$ cat config.mk
export PLATFORM = sky130hd
export DESIGN_NAME = thor2024_tail_alloc
export DESIGN_NICKNAME = d
export VERILOG_FILES = /design/src/rtl/thor2024_tail_alloc.sv
export SDC_FILE = /design/constraint.sdc
export NUM_CORES = 1
export LEC_CHECK = 0
export CAP_MARGIN = 20
export CORE_MARGIN = 2
export CORE_UTILIZATION = 39
export CTS_CLUSTER_DIAMETER = 40
export DETAILED_ROUTE_END_ITERATION = 6
export PLACE_DENSITY = 0.76
export SYNTH_ARGS = -nofsm -noshare
export SYNTH_HDL_FRONTEND = slang
export SYNTH_SLANG_ARGS = --single-unit
$ cat constraint.sdc
create_clock -name clk -period 4.5 [get_ports clk]
set_input_delay 0.45 -clock clk [delete_from_list [all_inputs] [get_ports clk]]
set_output_delay 0.45 -clock clk [all_outputs]
set_load 0.05 [all_outputs]
$ cat src/rtl/thor2024_tail_alloc.sv
// Instruction-queue tail allocator: grants contiguous free queue slots to packed
// fetch lanes, rewinds the tail on a branch miss and holds off allocation while recovering.
module thor2024_tail_alloc #(
    parameter int unsigned QENTRIES    = 16,
    parameter int unsigned DISPATCH_W  = 4,
    parameter int unsigned PERFORMANCE = 1,
    parameter int unsigned RECOVER_CYC = 1,
    localparam int unsigned NW = $clog2(QENTRIES),
    localparam int unsigned CW = $clog2(DISPATCH_W + 1)
) (
    input  logic                     clk,
    input  logic                     rst_n,
    input  logic                     branchmiss,
    input  logic [QENTRIES-1:0]      iq_stomp,
    input  logic [QENTRIES-1:0]      iq_v,
    input  logic [DISPATCH_W-1:0]    fb_v,
    input  logic [DISPATCH_W-1:0]    fb_backbr,
    output logic [DISPATCH_W*NW-1:0] tail,
    output logic [CW-1:0]            grant_cnt,
    output logic [DISPATCH_W-1:0]    grant_v,
    output logic                     q_full,
    output logic                     recovering
);

    localparam int unsigned    NW1       = NW + 1;
    localparam logic [NW1-1:0] QN        = NW1'(QENTRIES);
    localparam logic [3:0]     RCNT_INIT = (RECOVER_CYC > 0) ? 4'(RECOVER_CYC - 1) : 4'd0;

    typedef enum logic {
        RUN     = 1'b0,
        RECOVER = 1'b1
    } state_t;

    state_t          state, state_nx;
    logic [3:0]      rcnt, rcnt_nx;
    logic [NW-1:0]   tail0, tail0_nx;
    logic [NW-1:0]   lane_idx;
    logic            ok;
    logic            rw_found;
    logic [NW-1:0]   rw_idx;
    logic [QENTRIES-1:0] stomp_prev;
    logic [QENTRIES-1:0] stomp_edge;

    // Modulo add by a single conditional subtract; b is always < QENTRIES.
    function automatic logic [NW-1:0] wrap_add(input logic [NW-1:0] a, input logic [NW1-1:0] b);
        logic [NW1-1:0] s;
        s = {1'b0, a} + b;
        if (s >= QN) begin
            s = s - QN;
        end
        return s[NW-1:0];
    endfunction

    // Lane slot indices and thermometer grant chain.
    always_comb begin
        tail      = '0;
        grant_v   = '0;
        grant_cnt = '0;
        lane_idx  = '0;
        ok        = rst_n & (state == RUN) & ~branchmiss;
        for (int i = 0; i < DISPATCH_W; i++) begin
            lane_idx = wrap_add(tail0, NW1'(i));
            tail[i*NW +: NW] = lane_idx;
            if (i > 0) begin
                ok = ok & ~fb_backbr[i-1];
            end
            ok         = ok & fb_v[i] & ~iq_v[lane_idx];
            grant_v[i] = ok;
            grant_cnt  = grant_cnt + CW'(ok);
        end
    end

    assign q_full = iq_v[tail0];

    // Oldest stomped entry: a set bit whose circular predecessor is clear; lowest index wins.
    assign stomp_prev = {iq_stomp[QENTRIES-2:0], iq_stomp[QENTRIES-1]};
    assign stomp_edge = iq_stomp & ~stomp_prev;

    always_comb begin
        rw_found = 1'b0;
        rw_idx   = '0;
        for (int j = QENTRIES - 1; j >= 0; j--) begin
            if (stomp_edge[j]) begin
                rw_found = 1'b1;
                rw_idx   = NW'(j);
            end
        end
    end

    always_ff @(posedge clk or negedge rst_n) begin
        if (!rst_n) begin
            state      <= RUN;
            rcnt       <= 4'd0;
            tail0      <= '0;
            recovering <= 1'b0;
        end else begin
            state      <= state_nx;
            rcnt       <= rcnt_nx;
            tail0      <= tail0_nx;
            recovering <= (state_nx == RECOVER);
        end
    end

    // Next state: a miss always wins and restarts the recovery window.
    always_comb begin
        state_nx = state;
        rcnt_nx  = rcnt;
        tail0_nx = tail0;
        if (branchmiss) begin
            if ((PERFORMANCE != 0) && rw_found) begin
                tail0_nx = rw_idx;
            end
            if (RECOVER_CYC != 0) begin
                state_nx = RECOVER;
                rcnt_nx  = RCNT_INIT;
            end else begin
                state_nx = RUN;
            end
        end else begin
            case (state)
                RUN: begin
                    tail0_nx = wrap_add(tail0, NW1'(grant_cnt));
                end
                RECOVER: begin
                    if (rcnt == 4'd0) begin
                        state_nx = RUN;
                    end else begin
                        rcnt_nx = rcnt - 4'd1;
                    end
                end
            endcase
        end
    end

endmodule

==> results.sh <==
export IMPL_dp_hpwl_mm=3.68
export IMPL_drive_gt1_share_pct=19.6
export IMPL_die_area_mm2=0.00471
export IMPL_cts_sinks=9
export IMPL_synth_warnings=0
export IMPL_grt_start_max_net_pins=19
export IMPL_holdWs_ns=0.549
export IMPL_slew_violations=0
export IMPL_via_per_inst=5.47
export IMPL_vias=1641
export IMPL_hold_viol_final=0
export IMPL_firstDrtPassIters=4
export IMPL_cts_root_buffer="clkbuf_8"
export IMPL_worst_slew_pin_slew_ns=0.596
export IMPL_cts_tree="built"
export IMPL_p_leak_nw=1.03
export IMPL_die_y_um=68.6
export IMPL_drtAntennaViolNets=0
export IMPL_holdCritPathClass="in2async"
export IMPL_dp_cells=294
export IMPL_htreeDepth=1
export IMPL_drtIter0Drc=75
export IMPL_synth_fp_nets=233
export IMPL_synth_flop_cell="dfrtp_1"
export IMPL_slew_headroom_pct=59.2
export IMPL_core_rowCount=23
export IMPL_cts_buffers=3
export IMPL_synthCells=177
export IMPL_synth_largest_area_cell="dfrtp_1"
export IMPL_grt_util_all_layers_pct=19.0
export IMPL_synth_edf_count=0
export IMPL_synthToLayoutAreaGrowth_pct=55.3
export IMPL_synth_area_top_cells="dfrtp_1, mux4_2, ha_1"
export IMPL_first_global_vias=1553
export IMPL_worstSetupEndpointType="flip-flop"
export IMPL_yosysSeqAreaShare_pct=13.8
export IMPL_io_buffers=66
export IMPL_fin_crit_sh_pct=95.1
export IMPL_power_density_mw_per_mm2=572
export IMPL_antenna_found_initial=0
export IMPL_ir_drop_v=0.000249
export IMPL_diodes=0
export IMPL_synth_cell_types=50
export IMPL_timing_max_cap_violations=0
export IMPL_routed_wl_mm=4.42
export IMPL_ctsHoldBuffers=0
export IMPL_nets=307
export IMPL_worstSkewPairLatency_ns=0.23
export IMPL_die_w_um=68.6
export IMPL_syn_cell_area_mm2=0.00163
export IMPL_cp_required_ns=4.61
export IMPL_drc=0
export IMPL_cts_buffer_depth=2
export IMPL_ys_ff_latch=9
export IMPL_async_flop_share_pct=100
export IMPL_grt_pass1_wl_mm=6.85
export IMPL_num_fill_cells=341
export IMPL_ys_top_cells_by_count="nand2b_1, nand2_1, nor2_1, ha_1, inv_1"
export IMPL_crit_arrival_ns=4.40
export IMPL_ios=68
export IMPL_routabilityCongestion=0.826
export IMPL_grt_overflow=0
export IMPL_synth_most_common_cell="nand2b_1"
export IMPL_clk_pin_slew_ns=0.04
export IMPL_cp_max_fo=9
export IMPL_finClkSkew_ns=0.000501
export IMPL_startpoint_type="flip-flop"
export IMPL_coreArea_mm2=0.00400
export IMPL_fin_crit_ns=4.28
export IMPL_layoutNonFillerInstCount=300
export IMPL_path_class="reg2reg"
export IMPL_outcome="completed"
export IMPL_fmax_mhz=234
export IMPL_start_util_pct=40.7
export IMPL_yosysTopAreaCellShare_pct=13.8
export IMPL_syn_area_per_cell_um2=9.20
export IMPL_routedWlPerCell_um=14.7
export IMPL_finalSetupViolations=0
## cells by family (layout without fill, tap and decap cells)
| logic type | count (synthesis) | count (layout) | share of synthesized area (%) |
|---|---|---|---|
| AO/OA/AOI/OAI | 34 | 34 | 14.3 |
| AND/OR/NAND/NOR | 66 | 66 | 23.1 |
| buffers and inverters | 22 | 95 | 7.76 |
| flip-flops | 9 | 9 | 13.8 |
| multiplexers | 24 | 24 | 24.1 |
| adder cells (fa/ha/maj) | 13 | 13 | 10.9 |
| XOR/XNOR | 9 | 9 | 6.00 |
## report_power, final
group          switching [mW]  internal, mW  leakage, nW
clock                  0.0323        0.0618       0.0228
sequential             0.0352         0.112        0.110
combinational           0.681         0.525        0.898
## layer usage
layer	vias to the layer above	track usage, %	share of wire, %	wire, um
li1	809	-	-	-
met1	768	23.2	41	1830
met2	59	36.2	52	2300
met3	5	0.974	5.7	250
met4	0	4.50	0.86	38
met5	-	0	0	0
## metrics by stage
step           setup TNS, ns  utilization, %  area, um2  power [mW]  worst slack [ns]
6_report                   0            63.2       2530        1.45             0.218
5_1_grt              -0.0203            63.2       2530        1.53           -0.0203
4_1_cts                    0            62.2       2490        1.42             0.152
3_5_place_dp               0            61.1       2440        1.32            0.0243
3_3_place_gp               0            61.1       2440        1.30            0.0543
2_1_floorplan          -6.15               -       1700        1.02             -1.26
## state kept, by name, indices dropped and copies added (netlist names)
name,flops
state,1
tail0,4
rcnt,4
## timing repair
item | in CTS | in global routing
resized for setup | 0 | 6
setup buffers | 0 | 2
setup endpoints to repair | 0 | 2
## path summary, 6_finish.rpt
check                          from  endpoint  slack, ns  depth (start not counted)
max reg2reg                tail0[0]  tail0[1]       0.22                         15
min reg2reg                 rcnt[3]   rcnt[3]       0.56                          2
max in group asynchronous     rst_n  tail0[0]       3.80                          2
min                           rst_n  tail0[3]       0.55                          2
min in group clk            rcnt[3]   rcnt[3]       0.56                          2
max                        tail0[0]  tail0[1]       0.22                         15
## area by class of cell
type                    instances  area, um2  area share, %
multi-input cells             146       1340           53.0
repair buffers                 79        792           31.3
flip-flops and latches          9        228           9.01
well taps                      50       62.6           2.47
inverters                      12       61.3           2.42
clock buffers                   4       45.0           1.78
## layout by cell type, fill, tap and decap left out, types with 3 or more instances in the layout
cell type,n
nand2_1,12
xnor2_1,6
a21oi_1,7
nor2_1,12
ha_1,7
mux2_2,3
mux2i_1,9
inv_1,9
o21ai_0,7
a2111oi_0,3
mux4_2,8
ha_4,3
mux4_1,3
dfrtp_1,7
nor2b_1,4
clkdlybuf4s50_1,63
buf_4,12
clkbuf_8,3
o22ai_1,3
buf_12,3
nand2b_1,16
## critical path, stage by stage, from the launching register on
cell and delay [ns]:
dfrtp_2 0.45, clkinv_8 0.10, ha_4 0.34, mux2i_2 0.26, o32ai_1 0.12, o21a_1 0.21
nor4b_1 0.28, and4bb_1 0.25, and4b_1 0.23, fa_1 0.46, ha_4 0.26, ha_1 0.20
fa_1 0.47, a32oi_1 0.16, o21ai_0 0.10, mux2_2 0.26
Note: power is estimated with default switching activity, not from simulation.
